--- config.mk ---
export PLATFORM = sky130hd
export DESIGN_NAME = uart_rx_fifo
export DESIGN_NICKNAME = d
export VERILOG_FILES = /design/src/rtl/uart_pkg.sv /design/src/rtl/sync_fifo.sv /design/src/rtl/uart_rx_fifo.sv
export SDC_FILE = /design/constraint.sdc
export NUM_CORES = 1
export LEC_CHECK = 0
export BUFFER_PORTS_ARGS = -buffer_cell sky130_fd_sc_hd__buf_2
export CORE_MARGIN = 4
export CORE_UTILIZATION = 35
export DETAILED_ROUTE_END_ITERATION = 16
export PLACE_DENSITY = 0.54
export SLEW_MARGIN = 20
export SYNTH_ARGS = -nofsm -noshare
export SYNTH_HDL_FRONTEND = slang
export SYNTH_HIERARCHICAL = 1
export SYNTH_SLANG_ARGS = --single-unit
--- constraint.sdc ---
create_clock -name clk_i -period 3.9 [get_ports clk_i]
set_clock_uncertainty 0.05 [all_clocks]
set_input_delay 0.195 -clock clk_i [delete_from_list [all_inputs] [get_ports clk_i]]
set_output_delay 0.195 -clock clk_i [all_outputs]
set_load 0.02 [all_outputs]
--- src/rtl/uart_pkg.sv ---
// Shared definitions for the parametrised UART receiver: parity modes, FSM
// state encoding, FIFO entry flag layout and small bit-level helpers.
package uart_pkg;

    localparam logic [1:0] PARITY_NONE = 2'd0;
    localparam logic [1:0] PARITY_EVEN = 2'd1;
    localparam logic [1:0] PARITY_ODD  = 2'd2;

    typedef enum logic [2:0] {
        ST_IDLE      = 3'd0,
        ST_START     = 3'd1,
        ST_DATA      = 3'd2,
        ST_PARITY    = 3'd3,
        ST_STOP      = 3'd4,
        ST_WAIT_IDLE = 3'd5
    } rxState_t;

    // FIFO entry is {flags, data}; flags sit above the payload bits.
    typedef struct packed {
        logic brk;
        logic frameErr;
        logic parityErr;
    } rxFlags_t;

    localparam int FLAG_BITS = 3;

    function automatic logic majority3(input logic [2:0] s);
        return (s[0] & s[1]) | (s[0] & s[2]) | (s[1] & s[2]);
    endfunction

    // Zero-extended payloads do not change the XOR, so 9 bits covers 5..9.
    function automatic logic parityBit(input logic [8:0] data, input logic odd);
        return (^data) ^ odd;
    endfunction

endpackage

--- src/rtl/sync_fifo.sv ---
// Single-clock pointer FIFO; the extra pointer MSB distinguishes full from empty.
module sync_fifo #(
    parameter int WIDTH = 11,
    parameter int DEPTH = 4
) (
    input  logic                     clk_i,
    input  logic                     nrst_i,
    input  logic                     push,
    input  logic [WIDTH-1:0]         wrData,
    input  logic                     pop,
    output logic [WIDTH-1:0]         rdData,
    output logic                     full,
    output logic                     empty,
    output logic [$clog2(DEPTH):0]   count
);

    localparam int AW = $clog2(DEPTH);
    localparam logic [AW:0] PTR_ONE = (AW + 1)'(1);

    if ((DEPTH < 2) || ((DEPTH & (DEPTH - 1)) != 0)) begin : gDepthChk
        $error("sync_fifo DEPTH must be a power of two and at least 2");
    end

    logic [WIDTH-1:0] mem_r [DEPTH];
    logic [AW:0]      wrPtr_r;
    logic [AW:0]      rdPtr_r;
    logic             doPush_s;
    logic             doPop_s;

    assign empty    = (wrPtr_r == rdPtr_r);
    assign full     = (wrPtr_r[AW] != rdPtr_r[AW]) && (wrPtr_r[AW-1:0] == rdPtr_r[AW-1:0]);
    assign count    = wrPtr_r - rdPtr_r;
    assign doPop_s  = pop && !empty;
    // A full FIFO still accepts a push when the head leaves in the same cycle.
    assign doPush_s = push && (!full || doPop_s);
    assign rdData   = mem_r[rdPtr_r[AW-1:0]];

    // Read/write pointer update.
    always_ff @(posedge clk_i or negedge nrst_i) begin
        if (!nrst_i) begin
            wrPtr_r <= {(AW + 1){1'b0}};
            rdPtr_r <= {(AW + 1){1'b0}};
        end else begin
            if (doPush_s) begin
                wrPtr_r <= wrPtr_r + PTR_ONE;
            end
            if (doPop_s) begin
                rdPtr_r <= rdPtr_r + PTR_ONE;
            end
        end
    end

    // Storage write; cleared on reset so the head reads zero.
    always_ff @(posedge clk_i or negedge nrst_i) begin
        if (!nrst_i) begin
            for (int i = 0; i < DEPTH; i++) begin
                mem_r[i] <= {WIDTH{1'b0}};
            end
        end else begin
            if (doPush_s) begin
                mem_r[wrPtr_r[AW-1:0]] <= wrData;
            end
        end
    end

endmodule

--- src/rtl/uart_rx_fifo.sv ---
// Parametrised UART receiver with majority-vote sampling, start-glitch
// rejection and a flagged word FIFO behind a valid/ready handshake.
module uart_rx_fifo
    import uart_pkg::*;
#(
    parameter int CLK_FREQ_HZ  = 50_000_000,
    parameter int BIT_RATE_HZ  = 31250,
    parameter int PAYLOAD_BITS = 8,
    parameter int PARITY_MODE  = 0,
    parameter int STOP_BITS    = 1,
    parameter int FIFO_DEPTH   = 4
) (
    input  logic                    clk_i,
    input  logic                    nrst_i,
    input  logic                    rxData_i,
    input  logic                    clrErr_i,
    output logic [PAYLOAD_BITS-1:0] data_o,
    output logic                    parityErr_o,
    output logic                    frameErr_o,
    output logic                    break_o,
    output logic                    valid_o,
    input  logic                    ready_i,
    output logic                    overrun_o,
    output logic                    busy_o
);

    localparam int CYCLES_PER_BIT = CLK_FREQ_HZ / BIT_RATE_HZ;
    localparam int CNT_W          = $clog2(CYCLES_PER_BIT) + 1;
    localparam int CENTRE         = CYCLES_PER_BIT / 2;
    localparam int ENTRY_W        = PAYLOAD_BITS + FLAG_BITS;
    localparam int CNT_AW         = $clog2(FIFO_DEPTH);

    localparam logic [CNT_W-1:0] CNT_S0  = CNT_W'(CENTRE - 1);
    localparam logic [CNT_W-1:0] CNT_S1  = CNT_W'(CENTRE);
    localparam logic [CNT_W-1:0] CNT_S2  = CNT_W'(CENTRE + 1);
    localparam logic [CNT_W-1:0] CNT_MAJ = CNT_W'(CENTRE + 2);
    localparam logic [CNT_W-1:0] CNT_END = CNT_W'(CYCLES_PER_BIT - 1);
    localparam logic [CNT_W-1:0] CNT_ONE = CNT_W'(1);
    localparam logic [3:0]       LAST_DATA = 4'(PAYLOAD_BITS - 1);
    localparam logic             STOP_LAST = 1'(STOP_BITS - 1);
    localparam logic             ODD_MODE  = (PARITY_MODE == int'(PARITY_ODD));
    localparam logic             HAS_PARITY = (PARITY_MODE != int'(PARITY_NONE));

    if (CYCLES_PER_BIT < 8) begin : gRateChk
        $error("uart_rx_fifo needs at least 8 clock cycles per bit");
    end
    if ((PAYLOAD_BITS < 5) || (PAYLOAD_BITS > 9)) begin : gPayloadChk
        $error("uart_rx_fifo PAYLOAD_BITS must be 5..9");
    end
    if ((PARITY_MODE != int'(PARITY_NONE)) && (PARITY_MODE != int'(PARITY_EVEN)) &&
        (PARITY_MODE != int'(PARITY_ODD))) begin : gParityChk
        $error("uart_rx_fifo PARITY_MODE must be 0, 1 or 2");
    end
    if ((STOP_BITS < 1) || (STOP_BITS > 2)) begin : gStopChk
        $error("uart_rx_fifo STOP_BITS must be 1 or 2");
    end

    rxState_t                state_r;
    rxState_t                stateNext_s;
    logic                    rxMeta_r;
    logic                    rxSync_r;
    logic [CNT_W-1:0]        cnt_r;
    logic [3:0]              bitCnt_r;
    logic                    stopCnt_r;
    logic [2:0]              samples_r;
    logic [PAYLOAD_BITS-1:0] shift_r;
    logic                    parityErr_r;
    logic                    frameErr_r;
    logic                    overrun_r;
    logic                    cntClr_s;
    logic                    push_s;
    logic                    bitEnd_s;
    logic                    majTime_s;
    logic                    majBit_s;
    logic                    frameFlag_s;
    rxFlags_t                pushFlags_s;
    rxFlags_t                headFlags_s;
    logic [ENTRY_W-1:0]      headEntry_s;
    logic                    fifoFull_s;
    logic                    fifoEmpty_s;
    logic [CNT_AW:0]         fifoCount_s;
    logic                    popReq_s;
    logic                    overrunSet_s;

    assign bitEnd_s  = (cnt_r == CNT_END);
    assign majTime_s = (cnt_r == CNT_MAJ);
    assign majBit_s  = majority3(samples_r);

    // Input synchroniser and FSM state register.
    always_ff @(posedge clk_i or negedge nrst_i) begin
        if (!nrst_i) begin
            rxMeta_r <= 1'b1;
            rxSync_r <= 1'b1;
            state_r  <= ST_IDLE;
        end else begin
            rxMeta_r <= rxData_i;
            rxSync_r <= rxMeta_r;
            state_r  <= stateNext_s;
        end
    end

    // Next-state, counter clear and push decode.
    always_comb begin
        stateNext_s = state_r;
        cntClr_s    = 1'b0;
        push_s      = 1'b0;
        case (state_r)
            ST_IDLE: begin
                cntClr_s = 1'b1;
                if (!rxSync_r) begin
                    stateNext_s = ST_START;
                end else begin
                    stateNext_s = ST_IDLE;
                end
            end
            ST_START: begin
                if (majTime_s && majBit_s) begin
                    stateNext_s = ST_IDLE;
                    cntClr_s    = 1'b1;
                end else if (bitEnd_s) begin
                    stateNext_s = ST_DATA;
                    cntClr_s    = 1'b1;
                end else begin
                    stateNext_s = ST_START;
                end
            end
            ST_DATA: begin
                if (bitEnd_s) begin
                    cntClr_s = 1'b1;
                    if (bitCnt_r == LAST_DATA) begin
                        stateNext_s = HAS_PARITY ? ST_PARITY : ST_STOP;
                    end else begin
                        stateNext_s = ST_DATA;
                    end
                end else begin
                    stateNext_s = ST_DATA;
                end
            end
            ST_PARITY: begin
                if (bitEnd_s) begin
                    stateNext_s = ST_STOP;
                    cntClr_s    = 1'b1;
                end else begin
                    stateNext_s = ST_PARITY;
                end
            end
            ST_STOP: begin
                // Pushing at the last stop centre leaves half a bit to resync.
                if (majTime_s && (stopCnt_r == STOP_LAST)) begin
                    push_s      = 1'b1;
                    cntClr_s    = 1'b1;
                    stateNext_s = rxSync_r ? ST_IDLE : ST_WAIT_IDLE;
                end else if (bitEnd_s) begin
                    cntClr_s    = 1'b1;
                    stateNext_s = ST_STOP;
                end else begin
                    stateNext_s = ST_STOP;
                end
            end
            ST_WAIT_IDLE: begin
                cntClr_s = 1'b1;
                if (rxSync_r) begin
                    stateNext_s = ST_IDLE;
                end else begin
                    stateNext_s = ST_WAIT_IDLE;
                end
            end
            default: begin
                cntClr_s    = 1'b1;
                stateNext_s = ST_IDLE;
            end
        endcase
    end

    // Bit timing, majority samples, payload shift and per-frame error flags.
    always_ff @(posedge clk_i or negedge nrst_i) begin
        if (!nrst_i) begin
            cnt_r       <= {CNT_W{1'b0}};
            bitCnt_r    <= 4'd0;
            stopCnt_r   <= 1'b0;
            samples_r   <= 3'b111;
            shift_r     <= {PAYLOAD_BITS{1'b0}};
            parityErr_r <= 1'b0;
            frameErr_r  <= 1'b0;
        end else begin
            if (cntClr_s) begin
                cnt_r <= {CNT_W{1'b0}};
            end else begin
                cnt_r <= cnt_r + CNT_ONE;
            end
            if (cnt_r == CNT_S0) begin
                samples_r[0] <= rxSync_r;
            end
            if (cnt_r == CNT_S1) begin
                samples_r[1] <= rxSync_r;
            end
            if (cnt_r == CNT_S2) begin
                samples_r[2] <= rxSync_r;
            end
            case (state_r)
                ST_IDLE: begin
                    bitCnt_r    <= 4'd0;
                    stopCnt_r   <= 1'b0;
                    parityErr_r <= 1'b0;
                    frameErr_r  <= 1'b0;
                end
                ST_DATA: begin
                    if (majTime_s) begin
                        shift_r <= {majBit_s, shift_r[PAYLOAD_BITS-1:1]};
                    end
                    if (bitEnd_s) begin
                        if (bitCnt_r == LAST_DATA) begin
                            bitCnt_r <= 4'd0;
                        end else begin
                            bitCnt_r <= bitCnt_r + 4'd1;
                        end
                    end
                end
                ST_PARITY: begin
                    if (majTime_s && (majBit_s != parityBit(9'(shift_r), ODD_MODE))) begin
                        parityErr_r <= 1'b1;
                    end
                end
                ST_STOP: begin
                    if (majTime_s && !majBit_s) begin
                        frameErr_r <= 1'b1;
                    end
                    if (bitEnd_s) begin
                        stopCnt_r <= stopCnt_r + 1'b1;
                    end
                end
                default: begin
                end
            endcase
        end
    end

    // Flags for the word being pushed include the current stop sample.
    always_comb begin
        frameFlag_s           = frameErr_r | ~majBit_s;
        pushFlags_s.parityErr = parityErr_r;
        pushFlags_s.frameErr  = frameFlag_s;
        pushFlags_s.brk       = (shift_r == {PAYLOAD_BITS{1'b0}}) && frameFlag_s;
    end

    sync_fifo #(
        .WIDTH (ENTRY_W),
        .DEPTH (FIFO_DEPTH)
    ) uFifo (
        .clk_i  (clk_i),
        .nrst_i (nrst_i),
        .push   (push_s),
        .wrData ({pushFlags_s, shift_r}),
        .pop    (popReq_s),
        .rdData (headEntry_s),
        .full   (fifoFull_s),
        .empty  (fifoEmpty_s),
        .count  (fifoCount_s)
    );

    assign popReq_s     = ready_i && (fifoCount_s != {(CNT_AW + 1){1'b0}});
    assign overrunSet_s = push_s && fifoFull_s && !popReq_s;

    // Sticky overrun; a new drop wins over a simultaneous clear.
    always_ff @(posedge clk_i or negedge nrst_i) begin
        if (!nrst_i) begin
            overrun_r <= 1'b0;
        end else if (overrunSet_s) begin
            overrun_r <= 1'b1;
        end else if (clrErr_i) begin
            overrun_r <= 1'b0;
        end else begin
            overrun_r <= overrun_r;
        end
    end

    assign headFlags_s = rxFlags_t'(headEntry_s[ENTRY_W-1 -: FLAG_BITS]);
    assign data_o      = headEntry_s[PAYLOAD_BITS-1:0];
    assign parityErr_o = headFlags_s.parityErr;
    assign frameErr_o  = headFlags_s.frameErr;
    assign break_o     = headFlags_s.brk;
    assign valid_o     = !fifoEmpty_s;
    assign overrun_o   = overrun_r;
    assign busy_o      = (state_r != ST_IDLE);

endmodule

== After elaboration in Yosys (flattened, before gate mapping) ==
Index checks and enable logic that the tools add are counted.
Operators by class
  $lt $le $gt $ge: 3
  eq/ne operators: 19
  mux-type cells: 33
  bitwise logic cells: 10
  add/subtract/negate cells: 6
  reductions and logical operators: 32
Operator list (count)
  equality test 12 x 10 -> 1 bit, second input constant: 4
  bitwise mux 44 bit: 1
  2-to-1 mux 11 bit: 3
  binary-select mux 11 bit (select 2 bit): 1
  demux 11 bit (select 2 bit): 1
  one-hot mux 3 bit (6 select lines): 1
  2-to-1 mux 3 bit: 5
  adder 12 x 1 -> 12 bit, second input constant: 1
  equality test 12 x 11 -> 1 bit, second input constant: 1
  logical AND 1 bit: 12
  2-to-1 mux 12 bit: 1
  2-to-1 mux 1 bit: 11
  AND reduction 2 bit: 5
  parity 9 bit: 1
  zero test 8 bit: 1
  2-to-1 mux 4 bit: 2
  != test 2 bit, second input constant: 4
  one-hot mux 4 bit (2 select lines): 1
  nonzero test 2 bit: 4
  adder 3 x 1 -> 3 bit, second input constant: 2
  equality test 3 x 2 -> 1 bit, second input constant: 2
  equality test 3 bit, second input constant: 2
  greater-or-equal comparator 3 bit, second input constant: 2
  NOT 2 -> 3 bit: 2
  other kinds (20): 33
Storage, ports and cells
  output and inout bits: 14
  logic and storage cells: 122
  input port bits: 5
  flip-flop bits (word level): 86

== Longest topological paths before layout ==
Gate-level depths: netlist (run 1).
  depth after elaboration: 7
  gate-level depth with buffers: 10
  mapped depth without buffers: 8

== By module ==
The synthesis (run 1) kept the hierarchy.
Modules (own cells, without submodules)
  sync_fifo: cells an instance 150, instances 1, seq. area each 1251.2 µm², area an instance 2389.8 µm²
  uart_rx_fifo: cells an instance 193, instances 1, seq. area each 907.1 µm², area an instance 2001.9 µm²

== Worst setup path after synthesis (run 1) ==
OpenSTA, ideal clock, no wires.
  path type: flip-flop to flip-flop
  from: register uFifo.wrPtr_r[0]
  to: register uFifo/mem_r[11] in the netlist's numbering
  path buffers: 1
  clock period less this slack: 2.678 ns
  path slack: 1.222 ns
  stages on the path, launching flop included: 10
  arrival time: 2.503 ns
  path through: dfrtp_1 -> inv_1 -> ha_1 -> fa_1 -> inv_1 -> o31a_1 -> nand3b_1 -> o211ai_2 -> buf_6 -> mux2_2
On the way
  cells in the longest elaborated chain, start to end: 6
  elaborated cells between the ends (all ways): 18
  those cells by class: add/sub: 1; order compare: 2; eq/ne: 2; mux: 3; bitwise: 1; reduce/logical: 9
RTL lines
  start: declaration: RTL line sync_fifo.sv:25  | logic [AW:0] wrPtr_r;
  start signal: assignment: RTL line sync_fifo.sv:41  | wrPtr_r <= {(AW + 1){1'b0}};
  start signal: assignment: RTL line sync_fifo.sv:45  | wrPtr_r <= wrPtr_r + PTR_ONE;
  subtractor 3 bit: RTL line sync_fifo.sv:32  | assign count = wrPtr_r - rdPtr_r;
  named net fifoCount_s[1]: RTL line uart_rx_fifo.sv:81  | logic [CNT_AW:0] fifoCount_s;
  nonzero test 3 bit: RTL line uart_rx_fifo.sv:261  | assign popReq_s = ready_i && (fifoCount_s != {(CNT_AW + 1){1'b0}});
  logical AND 1 bit: RTL line uart_rx_fifo.sv:261
  named net popReq_s: RTL line uart_rx_fifo.sv:82  | logic popReq_s;
  logical AND 1 bit: RTL line sync_fifo.sv:33  | assign doPop_s = pop && !empty;
  logical OR 1 bit: RTL line sync_fifo.sv:35  | assign doPush_s = push && (!full || doPop_s);
  logical AND 1 bit: RTL line sync_fifo.sv:35
  end signal: indexed assignment: RTL line sync_fifo.sv:57  | mem_r[i] <= {WIDTH{1'b0}};
  end signal: indexed assignment: RTL line sync_fifo.sv:61  | mem_r[wrPtr_r[AW-1:0]] <= wrData;
  end: declaration: RTL line sync_fifo.sv:24  | logic [WIDTH-1:0] mem_r [DEPTH];
The timed path passes the listed nets, and every way through them passes these cells.
A chain may end at the register's enable or synchronous reset.

== Worst setup path after layout (run 1) ==
  from: register uFifo.wrPtr_r[0]
  to: register uFifo/mem_r[29] in the netlist's numbering
The elaborated chain is that of the path after synthesis.

==> PnR_summary.wiki, run 1 <==
{| class="wikitable"
! Metric !! Value
|-
| Post-route DRC violation count || 0
|-
| Fill cell count || between 1000 and 1500
|-
| Final TNS setup || 0 ps
|-
| CTS Hold Bufs || 2
|-
| Logic depth of the worst setup path including buffers || 8
|-
| Number of instances in the synthesized netlist || 343
|-
| First-pass GRT wire length || 14.2 mm
|-
| Net Sw Frac || approximately a quarter
|-
| Number of storage elements in the synthesis netlist || 86
|-
| Critical Path End Type || flop
|-
| Power density normalized to cell area || 428 mW/mm²
|-
| Setup repair after global routing missed its margin || no
|-
| Synth area leader || sky130_fd_sc_hd__dfrtp_1
|-
| Effective utilization at floorplan || a little over a third
|-
| Type of the worst setup path || flop to flop
|-
| Global-route usage over all layers || about an eighth
|-
| Cell Chain, Critical Path || inv_1 -> ha_1 -> fa_1 -> inv_1 -> o31a_1 -> nand3b_1 -> o211ai_2 -> mux2_2
|-
| Part of the power in registers || 44.1%
|-
| Logic gate share of total power || between 10% and 20%
|-
| Number of nets in the finished design || 385
|-
| Post-CTS Setup Bufs || 0
|-
| Cells taking the most area after synthesis || sky130_fd_sc_hd__dfrtp_1 46%, sky130_fd_sc_hd__mux2_2 12%, sky130_fd_sc_hd__mux4_2 5.6%
|-
| Final number of max-transition violations || 0
|-
| Worst setup slack for register-to-register paths || 700 ps
|-
| Clk Tree Root Cell || sky130_fd_sc_hd__clkbuf_16
|-
| Finished Cell Area || 0.00494 mm²
|-
| Row cnt || 40
|-
| Post-placement cell area || around 0.0046 mm²
|-
| Die boundary height || 120 µm
|-
| Signal arrival time at the worst endpoint || roughly 3400 ps
|-
| Result of the run || completed
|-
| Weighted congestion at the end of routability-driven global placement || 0.741
|-
| Area share of the leading cell type in the synthesized netlist || 46.2%
|-
| # clock sinks || 86
|-
| Startpoint of the lowest-slack hold path || clrErr_i
|-
| Cell type with the highest occurrence count on the critical path || sky130_fd_sc_hd__inv_1
|-
| Worst-Skew Late Latency || 330 ps
|-
| Portion of the clock cycle consumed by the worst path in the final layout || 82.2%
|-
| Largest delay contributor family on the critical path || compound AO/OA/AOI/OAI gates
|-
| Critical Path Source || uFifo/wrPtr_r[0]$_DFFE_PN0P_
|-
| Vias per cell || 4.91
|-
| Sequential cell area fraction in the yosys report || around half
|-
| Slowest cell on crit path || sky130_fd_sc_hd__o211ai_2
|-
| Asr flop ratio synth || 100%
|-
| Count of buffers from port buffering || 18
|-
| Commonest cells post-synth || 81 x sky130_fd_sc_hd__dfrtp_1, 47 x sky130_fd_sc_hd__mux2_2, 22 x sky130_fd_sc_hd__inv_1, 17 x sky130_fd_sc_hd__nor2_1, 16 x sky130_fd_sc_hd__ha_1
|-
| Ys Warns || 6
|-
| Worst Hold Class || primary input to flop
|-
| Non-Filler Instances || around 540
|-
| Antenna violations before repair || 0
|-
| Final Critical Period || 3200 ps
|-
| Gates resized, CTS repair || 0
|-
| Worst-case reg-to-reg path depth || 8
|-
| Count of cell types in the netlist || 59
|-
| Post-synthesis net count || 365
|-
| Number of enable-type register cells in the synthesized netlist || 0
|-
| Most instantiated library cell after synthesis || sky130_fd_sc_hd__dfrtp_1
|-
| Bufs and invs on worst path || 2
|-
| TritonCTS clock tree || yes
|-
| Type of element launching the critical path || flop
|-
| Biggest fanout along the worst timing path || 11
|-
| Worst slack at placement || about 670 ps
|-
| Internal portion of total power || between 0.0015 and 0.002 W
|-
| Largest stage delay, worst path || 720 ps
|-
| Peak Freq || approximately 0.31 GHz
|-
| Top-Level Pins || 19
|-
| Wirelength, routed || 8.20 mm
|-
| Number of antenna repair diodes || 0
|-
| Endpoints failing hold || 0
|-
| Total grt overflow || 0
|-
| Clock buffer count from CTS || 9
|-
| Power spent charging and discharging nets || around 0.00056 W
|-
| Transition at the pin with the smallest max-transition slack || 927 ps
|-
| DR pass1 iterations || 4
|-
| Min-Delay Endpoint || overrun_o$_DFFE_PN0P_
|-
| Largest net degree at the start of global routing || 59
|-
| Maximum VDD drop || 0.000229 V
|-
| Final count of negative-setup-slack endpoints || 0
|-
| Area delta synth->final || 12.4%
|-
| Dominant register cell in the synthesized netlist || sky130_fd_sc_hd__dfrtp_1
|-
| Antenna-violating nets left || 0
|-
| Vias in the first global route || 2734
|-
| Leakage power || 2.34 nW
|-
| Routed wire per std cell || 15.3 µm
|-
| Chip width || 120 µm
|-
| Share of final-layout standard cells stronger than drive strength 1 || 31.3%
|-
| DIE AREA || ~0.014 mm²
|-
| Clock buffer depth || 2
|-
| Required time at the endpoint of the critical path || 4060 ps
|-
| First-iteration detailed-routing DRC count || 85
|-
| Final setup margin || 695 ps
|-
| Endpoint of the worst-slack reg-to-reg timing path || uFifo/mem_r[29]$_DFFE_PN0P_
|-
| Worst hold path depth || 2
|-
| Slew margin rel. || 38.1%
|-
| Maximum Capacitance Violations || 0
|-
| Placed wire-length estimate after detailed placement || 5.70 mm
|-
| Post-synthesis instance area || 0.00439 mm²
|-
| Clock Power Share || 40.7%
|-
| Post-Place Cells || just over 500
|-
| Clock-pin slew reported for the worst setup and hold paths after clock tree synthesis || 70 ps
|-
| Area inside the core boundary || around 0.012 mm²
|-
| H-tree levels || 3
|-
| Average footprint of a synthesized cell || approximately 13 µm²
|-
| Reg-to-reg critical path startpoint || uFifo/wrPtr_r[0]$_DFFE_PN0P_
|-
| DR vias || 2632
|}
worst reg2reg max path, delay by kind of cell (launching register included):
| family | cells | cell delay, ps |
|---|---|---|
| compound gates | 2 | 1050 |
| simple gates | 1 | 340 |
| flops | 1 | 410 |
| mux | 1 | 410 |
| buf+inv | 2 | 140 |
| fa+ha+maj | 2 | 690 |
placed cells by master, fill, tap and decap left out, drive strengths merged, types with 5 or more instances in the layout:
cell type and count:
nand2 13, dfstp 5, dfrtp 81, mux2i 8, mux4 11, buf 23
xnor2 12, nor2 17, clkbuf 10, nand4 7, o21ai 8, nand3 12
mux2 49, xor2 5, inv 24, nor3 6, ha 16
logic make-up after synthesis:
logic type               count (synthesis)  synth area share, %
buffers and inverters                   38                 4.50
multiplexers                            68                 20.0
flip-flops                              86                 49.1
XOR/XNOR                                17                 3.82
AO/OA/AOI/OAI                           31                 5.78
adder cells (fa/ha/maj)                 18                 5.24
AND/OR/NAND/NOR                         85                 11.5
layout make-up:
type / instances / area [µm²] / share of cell area (%)
multi-input cells: 219 / 2040 / 41.2
inverters: 22 / 82.6 / 1.67
well taps: 168 / 210 / 4.26
clock buffers: 10 / 229 / 4.64
clock inverters: 6 / 70.1 / 1.42
repair buffers: 25 / 150 / 3.04
flip-flops and latches: 86 / 2160 / 43.7
power by group through the flow:
stage / logic, W / clock network (W) / registers, W
6_report: 0.000320 / 0.000859 / 0.000931
5_1_grt: 0.000358 / 0.000927 / 0.000935
4_1_cts: 0.000329 / 0.000885 / 0.000932
3_5_place_dp: 0.000327 / 0 / 0.000949
3_3_place_gp: 0.000326 / 0 / 0.000949
2_1_floorplan: 0.000228 / 0 / 0.000955
routing by layer:
| layer | vias up | share of wire [%] | global-route usage (%) | wire length [µm] |
|---|---|---|---|---|
| met5 | - | 0 | 0 | 0 |
| met4 | 0 | 0.93 | 4.08 | 76 |
| met3 | 8 | 2.2 | 2.45 | 182 |
| met2 | 23 | 46 | 18.1 | 3740 |
| met1 | 1335 | 51 | 18.3 | 4210 |
| li1 | 1266 | - | - | - |
how the worst max path moves through the flow:
stage	endpoint	slack [ps]
2_1_floorplan	uFifo/mem_r[11]$_DFFE_PN0P_	1220
3_3_place_gp	uFifo/mem_r[26]$_DFFE_PN0P_	710
3_5_place_dp	uFifo/mem_r[22]$_DFFE_PN0P_	670
4_1_cts	uFifo/mem_r[22]$_DFFE_PN0P_	650
5_1_grt	uFifo/mem_r[29]$_DFFE_PN0P_	530
6_report	uFifo/mem_r[29]$_DFFE_PN0P_	700
state kept, by name, indices dropped and copies added, names as in the netlist:
signal	flops
parityErr_r	1
cnt_r	12
samples_r	3
overrun_o	1
frameErr_r	1
shift_r	8
uFifo/wrPtr_r	3
uFifo/rdPtr_r	3
bitCnt_r	4
stopCnt_r	1
rxSync_r	1
rxMeta_r	1
state_r	3
uFifo/mem_r	44
through the flow:
step	hold WS, ps	util, %	total power [W]
floorplan	-151	-	0.00118
global placement	249	38.0	0.00128
detailed placement	253	38.0	0.00128
CTS	24.4	40.6	0.00215
global route	28.0	40.6	0.00222
finish	28.0	40.6	0.00211
No activity file was read; power rests on OpenSTA's default activity.
==> inputs of run 2 (changes only) <==
==> constraint.sdc (replaced) <==
create_clock -name clk_i -period 3.35 [get_ports clk_i]
set_clock_uncertainty 0.05 [all_clocks]
set_input_delay 0.1675 -clock clk_i [delete_from_list [all_inputs] [get_ports clk_i]]
set_output_delay 0.1675 -clock clk_i [all_outputs]
set_load 0.02 [all_outputs]
==> run 2 against run 1 <==
  * Sequential cell count did not move
  * Global-route usage up 0.070 points
  * Power up 17%
  * Sequential share of layout area is 0.34 points lower
  * Final area up 0.79%
  * Count of clock-buffer cells in the layout shrank 1
  * Setup slack got worse by 250 ps
  * Critical path type unchanged
  * Critical endpoint is now uFifo/mem_r[19]$_DFFE_PN0P_
  * Non-clock buffer count up 5
  * Critical path depth rose by 1
==> PnR_summary.wiki, run 2 (synthesis gave the netlist of run 1 again) <==
{| class="wikitable"
! Metric !! Value
|-
| Chip width || 120 µm (unchanged)
|-
| Peak Freq || 0.344 GHz (+10%)
|-
| Type of the worst setup path || flop to flop
|-
| Power density normalized to cell area || 495 mW/mm² (+16%)
|-
| Fill cell count || 1160 (+1.5%)
|-
| Global-route usage over all layers || 12.4% (+0.070 points)
|-
| Routed wire per std cell || 15.2 µm (-0.76%)
|-
| Row cnt || 40 (unchanged)
|-
| Worst hold path depth || 3 (+1)
|-
| Antenna violations before repair || 0 (unchanged)
|-
| Maximum Capacitance Violations || 0 (unchanged)
|-
| Final count of negative-setup-slack endpoints || 0 (unchanged)
|-
| Highest-utilization routing layer at the global route stage || met2
|-
| Number of nets in the finished design || 390 (+1.3%)
|-
| Portion of the clock cycle consumed by the worst path in the final layout || 86.7% (+4.5 points)
|-
| Global Route met3 Usage || 2.83% (+0.38 points)
|-
| Clk Tree Root Cell || sky130_fd_sc_hd__clkbuf_16
|-
| Share of final-layout standard cells stronger than drive strength 1 || 32.2% (+0.92 points)
|-
| # clock sinks || 86 (unchanged)
|-
| Transition at the pin with the smallest max-transition slack || 925 ps (-2.27 ps)
|-
| Worst-case reg-to-reg path depth || 9 (+1)
|-
| Met1 Use GR || 17.7% (-0.68 points)
|-
| Die boundary height || 120 µm (unchanged)
|-
| Area inside the core boundary || 0.0122 mm² (unchanged)
|-
| Biggest register || uFifo/mem_r
|-
| Placed wire-length estimate after detailed placement || 5.69 mm (-0.10%)
|-
| Critical Path End Type || flop
|-
| Clock buffer depth || 2 (unchanged)
|-
| Required time at the endpoint of the critical path || 3520 ps (-540 ps)
|-
| Top-Level Pins || 19 (unchanged)
|-
| Final TNS setup || 0 ps (unchanged)
|-
| Type of element launching the critical path || flop
|-
| Largest registers || uFifo/mem_r (44), cnt_r (12), shift_r (8)
|-
| Area delta synth->final || 13.3%
|-
| Worst-Skew Late Latency || 330 ps (about the same)
|-
| Leakage power || 2.36 nW (+0.75%)
|-
| Vias per cell || 4.94 (+0.58%)
|-
| Signal arrival time at the worst endpoint || 3070 ps (-300 ps)
|-
| Vias in the first global route || 2722 (-0.44%)
|-
| Post-Place Cells || 522 (+0.77%)
|-
| Maximum VDD drop || 0.000206 V (-9.9%)
|-
| Worst Hold Class || primary input to flop
|-
| Post-route DRC violation count || 0 (unchanged)
|-
| H-tree levels || 3 (unchanged)
|-
| Antenna-violating nets left || 0 (unchanged)
|-
| Number of antenna repair diodes || 0 (unchanged)
|-
| Final number of max-transition violations || 0 (unchanged)
|-
| DR vias || 2672 (+1.5%)
|-
| Wirelength, routed || 8.22 mm (+0.17%)
|-
| Total grt overflow || 0 (unchanged)
|-
| Clock buffer count from CTS || 9 (unchanged)
|-
| Count of buffers from port buffering || 18 (unchanged)
|-
| Commonest non-fill, non-tap cells in the layout || 81 x sky130_fd_sc_hd__dfrtp_1, 47 x sky130_fd_sc_hd__mux2_2, 22 x sky130_fd_sc_hd__inv_1
|-
| Slew margin rel. || 38.3% (+0.15 points)
|-
| Largest net degree at the start of global routing || 44 (-25%)
|-
| Number of flip-flops under the largest register name || 44 (unchanged)
|-
| First-pass GRT wire length || 14.2 mm (-0.29%)
|-
| Clock-pin slew reported for the worst setup and hold paths after clock tree synthesis || 70 ps (about the same)
|-
| Global routing usage on met2 || 19.0% (+0.88 points)
|-
| Non-Filler Instances || 541 (+0.93%)
|-
| First-iteration detailed-routing DRC count || 205 (+140%)
|-
| TritonCTS clock tree || yes
|-
| Result of the run || completed
|-
| Endpoints failing hold || 0 (unchanged)
|-
| DR pass1 iterations || 4 (unchanged)
|-
| Post-CTS Setup Bufs || 0 (unchanged)
|-
| Effective utilization at floorplan || 36.1% (unchanged)
|-
| Weighted congestion at the end of routability-driven global placement || 0.769 (+3.7%)
|-
| Biggest fanout along the worst timing path || 11 (unchanged)
|-
| Final Critical Period || 2900 ps (-301 ps)
|-
| Setup repair after global routing missed its margin || no
|-
| Most frequent standard cell in the layout excluding fill and tap cells || sky130_fd_sc_hd__dfrtp_1
|-
| DIE AREA || 0.0144 mm² (unchanged)
|}
-- run 2: cell count changes in the layout (fill, tap and decap cells not counted) --
| cell | previous run | this run |
|---|---|---|
| sky130_fd_sc_hd__clkinv_4 | 2 | 0 |
| sky130_fd_sc_hd__buf_4 | 6 | 10 |
| sky130_fd_sc_hd__clkinv_2 | 1 | 2 |
| sky130_fd_sc_hd__clkinvlp_4 | 0 | 2 |
| sky130_fd_sc_hd__clkbuf_1 | 1 | 0 |
| sky130_fd_sc_hd__dlygate4sd3_1 | 2 | 3 |
-- run 2: metrics by stage --
| step | setup WS (ps) | total power [W] | area (µm²) | hold slack, ps | utilization (%) |
|---|---|---|---|---|---|
| 2_1_floorplan | 672 | 0.00138 | 4390 | -178 | - |
| 3_3_place_gp | 503 | 0.00148 | 4650 | 28.9 | 38.2 |
| 3_5_place_dp | 432 | 0.00149 | 4650 | 28.8 | 38.2 |
| 4_1_cts | 427 | 0.00250 | 4970 | 187 | 40.9 |
| 5_1_grt | 267 | 0.00259 | 4970 | 239 | 40.9 |
| 6_report | 446 | 0.00246 | 4970 | 194 | 40.9 |
-- run 2: path summary, 6_finish.rpt --
path	endpoint	startpoint	slack, ps
max	uFifo/mem_r[19]$_DFFE_PN0P_	uFifo/wrPtr_r[0]$_DFFE_PN0P_	450
min	overrun_o$_DFFE_PN0P_	ready_i	190
max reg2reg	uFifo/mem_r[19]$_DFFE_PN0P_	uFifo/wrPtr_r[0]$_DFFE_PN0P_	450
min reg2reg	rxSync_r$_DFF_PN1_	rxMeta_r$_DFF_PN1_	310
max in group asynchronous	uFifo/mem_r[42]$_DFFE_PN0P_	nrst_i	2220
min in group asynchronous	shift_r[2]$_DFFE_PN0P_	nrst_i	200
-- run 2: what timing repair did --
action,in CTS,in global routing
hold endpoints to repair,21,0
endpoints found under the setup margin,0,0
gates resized for setup,0,0
hold buffers,3,0
-- run 2: power breakdown --
| part | leakage, nW | internal (W) | switching [W] |
|---|---|---|---|
| registers | 1.16 | 0.00106 | 0.0000237 |
| clock network | 0.142 | 0.000580 | 0.000422 |
| logic | 1.06 | 0.000163 | 0.000215 |
-- run 2: worst max-delay path, stage by stage, from the launching register on --
cell and delay (ps):
sky130_fd_sc_hd__dfrtp_1 420, sky130_fd_sc_hd__inv_1 100, sky130_fd_sc_hd__ha_1 210, sky130_fd_sc_hd__fa_1 470, sky130_fd_sc_hd__inv_1 40, sky130_fd_sc_hd__o31a_1 330, sky130_fd_sc_hd__nand3b_1 340, sky130_fd_sc_hd__o211ai_2 220
sky130_fd_sc_hd__buf_4 240, sky130_fd_sc_hd__mux2_2 350
-- run 2: final cells by class --
type                    count  area [µm²]  area share (%)
flip-flops and latches     86        2160            43.4
multi-input cells         219        2040            40.9
clock buffers               9         225            4.53
well taps                 168         210            4.23
repair buffers             30         190            3.82
inverters                  22        82.6            1.66
clock inverters             7        72.6            1.46
-- run 2: routing by layer --
metal  vias to the layer above  wire [µm]
met5                         -          0
met3                         6        188
met1                      1358       4190
li1                       1281          -
met2                        27       3770
met4                         0         74
==> inputs of run 3 (changes only) <==
--- a/config.mk
+++ b/config.mk
@@ -5,11 +5,12 @@
 export SDC_FILE = /design/constraint.sdc
 export NUM_CORES = 1
 export LEC_CHECK = 0
+export ABC_AREA = 1
 export BUFFER_PORTS_ARGS = -buffer_cell sky130_fd_sc_hd__buf_2
 export CORE_MARGIN = 4
 export CORE_UTILIZATION = 35
 export DETAILED_ROUTE_END_ITERATION = 16
-export PLACE_DENSITY = 0.54
+export GPL_TIMING_DRIVEN = 0
 export SLEW_MARGIN = 20
 export SYNTH_ARGS = -nofsm -noshare
 export SYNTH_HDL_FRONTEND = slang
==> run 3 against run 2 <==
  * Fmax grew 18%
  * Core utilization increased by 0.50 points
  * Via count grew 41%
  * Worst hold slack better by 16 ps
  * Clock power hardly changed
  * Area after synthesis up 6.0%
  * Die area increased by 5.6%
  * Setup slack better by 440 ps
  * Power is 16% lower
  * Global-route usage is 3.4 points higher
  * Count of clock-buffer cells in the layout is 1 higher
  * Sequential power is 4% lower
==> PnR_summary.wiki, run 3 <==
{| class="wikitable"
! Metric !! Value
|-
| Result of the run || completed
|-
| Cell Chain, Critical Path || inv_1 -> ha_1 -> fa_1 -> inv_1 -> o31a_1 -> inv_1 -> nand3_4 -> nand3_1 -> buf_2 -> nand2_1 -> nand2_1
|-
| Peak Freq || 0.405 GHz (+18%)
|-
| Largest stage delay, worst path || 480 ps (about the same)
|-
| Cell type with the highest occurrence count on the critical path || sky130_fd_sc_hd__inv_1
|-
| Vias per cell || 4.94 (about the same)
|-
| Largest delay contributor family on the critical path || adder cells
|-
| Asr flop ratio synth || 100% (unchanged)
|-
| DR vias || 3770 (+41%)
|-
| Post-synthesis instance area || 0.00465 mm² (+6.0%)
|-
| Final count of negative-setup-slack endpoints || 0 (unchanged)
|-
| Highest metal layer with signal wires || met4
|-
| Most instantiated library cell after synthesis || sky130_fd_sc_hd__nand2_1
|-
| Maximum VDD drop || 0.000199 V (-3.3%)
|-
| Biggest fanout along the worst timing path || 10 (-1)
|-
| TritonCTS clock tree || yes
|-
| Final TNS setup || 0 ps (unchanged)
|-
| Required time at the endpoint of the critical path || 3580 ps (+60 ps)
|-
| DR pass1 iterations || 4 (unchanged)
|-
| Biggest register || uFifo/mem_r
|-
| H-tree levels || 3 (unchanged)
|-
| Cells taking the most area after synthesis || sky130_fd_sc_hd__dfrtp_1 44%, sky130_fd_sc_hd__nand2_1 12%, sky130_fd_sc_hd__nand4_1 6.7%
|-
| Met2 wire length || 5.28 mm (+40%)
|-
| Endpoints failing hold || 0 (unchanged)
|-
| Placed wire-length estimate after detailed placement || 8.02 mm (+41%)
|-
| Wirelength, routed || 10.9 mm (+33%)
|-
| Logic depth of the worst setup path including buffers || 11 (+2)
|-
| Chip width || 123 µm (+2.7%)
|-
| Antenna violations before repair || 0 (unchanged)
|-
| Post-route DRC violation count || 0 (unchanged)
|-
| # clock sinks || 86 (unchanged)
|-
| Clk Tree Root Cell || sky130_fd_sc_hd__clkbuf_16
|-
| Setup repair after global routing missed its margin || no
|-
| Ys Warns || 6 (unchanged)
|-
| Area share of the leading cell type in the synthesized netlist || 43.6% (-2.6 points)
|-
| Worst hold path depth || 4 (+1)
|-
| Transition at the pin with the smallest max-transition slack || 543 ps (-382 ps)
|-
| Die boundary height || 123 µm (+2.7%)
|-
| Area delta synth->final || 14.1%
|-
| Type of the worst setup path || flop to flop
|-
| Portion of the clock cycle consumed by the worst path in the final layout || 73.7% (-13 points)
|-
| Share of final-layout standard cells stronger than drive strength 1 || 15.4% (-17 points)
|-
| Vias in the first global route || 3878 (+42%)
|-
| Most frequent standard cell in the layout excluding fill and tap cells || sky130_fd_sc_hd__nand2_1
|-
| Dominant register cell in the synthesized netlist || sky130_fd_sc_hd__dfrtp_1
|-
| Weighted congestion at the end of routability-driven global placement || 0.838 (+9.0%)
|-
| Final number of max-transition violations || 0 (unchanged)
|-
| Number of storage elements in the synthesis netlist || 86 (unchanged)
|-
| Count of cell types in the netlist || 40 (-32%)
|-
| Post-synthesis net count || 575 (+58%)
|-
| First-pass GRT wire length || 19.2 mm (+35%)
|-
| Global-route usage over all layers || 15.9% (+3.4 points)
|-
| Number of antenna repair diodes || 0 (unchanged)
|-
| Clock-pin slew reported for the worst setup and hold paths after clock tree synthesis || 60 ps (about the same)
|-
| Number of enable-type register cells in the synthesized netlist || 0 (unchanged)
|-
| Largest net degree at the start of global routing || 50 (+14%)
|-
| Clock buffer depth || 2 (unchanged)
|-
| Clock buffer count from CTS || 9 (unchanged)
|-
| Maximum Capacitance Violations || 0 (unchanged)
|-
| Commonest cells post-synth || 148 x sky130_fd_sc_hd__nand2_1, 81 x sky130_fd_sc_hd__dfrtp_1, 50 x sky130_fd_sc_hd__nand4_1, 46 x sky130_fd_sc_hd__inv_1, 37 x sky130_fd_sc_hd__nor2_1
|-
| Worst Hold Class || primary input to flop
|-
| Worst-case reg-to-reg path depth || 11 (+2)
|-
| Number of flip-flops under the largest register name || 44 (unchanged)
|-
| Area inside the core boundary || 0.0128 mm² (+5.5%)
|-
| Effective utilization at floorplan || 36.3% (+0.17 points)
|-
| Leakage power || 2.61 nW (+11%)
|-
| DIE AREA || 0.0152 mm² (+5.6%)
|-
| Met3 WL post-DR || 449 µm (+140%)
|-
| Slowest cell on crit path || sky130_fd_sc_hd__fa_1
|-
| Final Critical Period || 2470 ps (-435 ps)
|-
| Row cnt || 41 (+2.5%)
|-
| Slew margin rel. || 63.8% (+26 points)
|-
| Average footprint of a synthesized cell || 8.41 µm² (-34%)
|-
| Commonest non-fill, non-tap cells in the layout || 148 x sky130_fd_sc_hd__nand2_1, 81 x sky130_fd_sc_hd__dfrtp_1, 50 x sky130_fd_sc_hd__nand4_1
|-
| Worst-Skew Late Latency || 340 ps (about the same)
|-
| Power density normalized to cell area || 388 mW/mm² (-22%)
|-
| Bufs and invs on worst path || 4 (+1)
|-
| Type of element launching the critical path || flop
|-
| Largest registers || uFifo/mem_r (44), cnt_r (12), shift_r (8)
|-
| Number of instances in the synthesized netlist || 553 (+61%)
|-
| Sequential cell area fraction in the yosys report || 46.4% (-2.8 points)
|-
| Number of nets in the finished design || 608 (+56%)
|-
| Synth area leader || sky130_fd_sc_hd__dfrtp_1
|-
| Count of buffers from port buffering || 18 (unchanged)
|-
| Critical Path End Type || flop
|-
| Top-Level Pins || 19 (unchanged)
|-
| Post-CTS Setup Bufs || 0 (unchanged)
|-
| Total grt overflow || 0 (unchanged)
|-
| Antenna-violating nets left || 0 (unchanged)
|-
| Signal arrival time at the worst endpoint || 2700 ps (-370 ps)
|-
| First-iteration detailed-routing DRC count || 211 (+2.9%)
|-
| Routed wire per std cell || 14.3 µm (-5.8%)
|-
| Fill cell count || 1301 (+12%)
|-
| Met1 routed wirelength after detailed routing || 5.07 mm (+21%)
|-
| Share of the core filled with cells in the final layout || 41.4% (+0.50 points)
|}
-- run 3: cell count changes in the layout (fill, tap and decap cells not counted), sizes merged, moves of 12 or more --
cell,before,now
buf,27,39
inv,24,48
mux2,49,0
nand2,13,158
nand3,12,26
nand4,7,50
nor2,17,43
o21ai,8,36
o22ai,0,12
-- run 3: final timing paths --
path / startpoint / to / slack (ps)
setup / recovery: uFifo/wrPtr_r[0]$_DFFE_PN0P_ / uFifo/mem_r[26]$_DFFE_PN0P_ / 880
hold / removal: ready_i / uFifo/rdPtr_r[0]$_DFFE_PN0P_ / 210
setup reg to reg: uFifo/wrPtr_r[0]$_DFFE_PN0P_ / uFifo/mem_r[26]$_DFFE_PN0P_ / 880
hold reg to reg: rxMeta_r$_DFF_PN1_ / rxSync_r$_DFF_PN1_ / 310
max in group asynchronous: nrst_i / shift_r[5]$_DFFE_PN0P_ / 2320
min in group asynchronous: nrst_i / uFifo/rdPtr_r[0]$_DFFE_PN0P_ / 310
-- run 3: kinds of logic after synthesis --
| kind of cell | Yosys count | synth area share (%) |
|---|---|---|
| fa+ha+maj | 17 | 4.73 |
| simple gates | 289 | 29.1 |
| xor+xnor | 16 | 3.01 |
| flops | 86 | 46.4 |
| compound gates | 68 | 8.90 |
| buf+inv | 77 | 7.88 |
-- run 3: final cells by class --
cell class	instances	area (µm²)	area share, %
inverter	49	184	3.46
sequential	86	2160	40.6
tap	172	215	4.05
multi-input combinational	390	2130	40.1
clock inverter	6	62.6	1.18
timing repair buffer	22	150	2.83
buffer	28	183	3.44
clock buffer	10	229	4.31
-- run 3: timing repair --
action	4_1_cts	5_1_grt
hold buffers	3	0
endpoints found under the hold margin	34	0
resized for setup	0	0
-- run 3: power by group --
group / internal, W / switching (W)
sequential: 0.00104 / 0.000000531
combinational: 0.00000774 / 0.0000222
clock: 0.000575 / 0.000416
total: 0.00162 / 0.000439
-- run 3: per-stage QoR --
stage / setup WS, ps / cell area (µm²) / hold WS [ps] / instances / power, W
floorplan: 1120 / 4650 / -178 / 553 / 0.00106
global placement: 924 / 4960 / 223 / 743 / 0.00108
detailed placement: 874 / 4990 / 129 / 744 / 0.00109
CTS: 861 / 5310 / 203 / 763 / 0.00209
global route: 668 / 5310 / 241 / 763 / 0.00213
finish: 881 / 5310 / 210 / 763 / 0.00206
-- run 3: worst reg2reg max path: cells and delay by family (launching register included) --
family / cells / cell delay (ps)
AOI/OAI and AO/OA: 1 / 350
adders and majority gates: 2 / 710
buffers and inverters: 4 / 530
DFF: 1 / 400
and+or+nand+nor: 4 / 370
-- run 3: routing by layer --
metal,vias to the layer above,GRT usage (%)
met5,-,0
met4,0,3.88
met3,13,3.80
met2,57,26.5
met1,1791,20.8
li1,1909,-
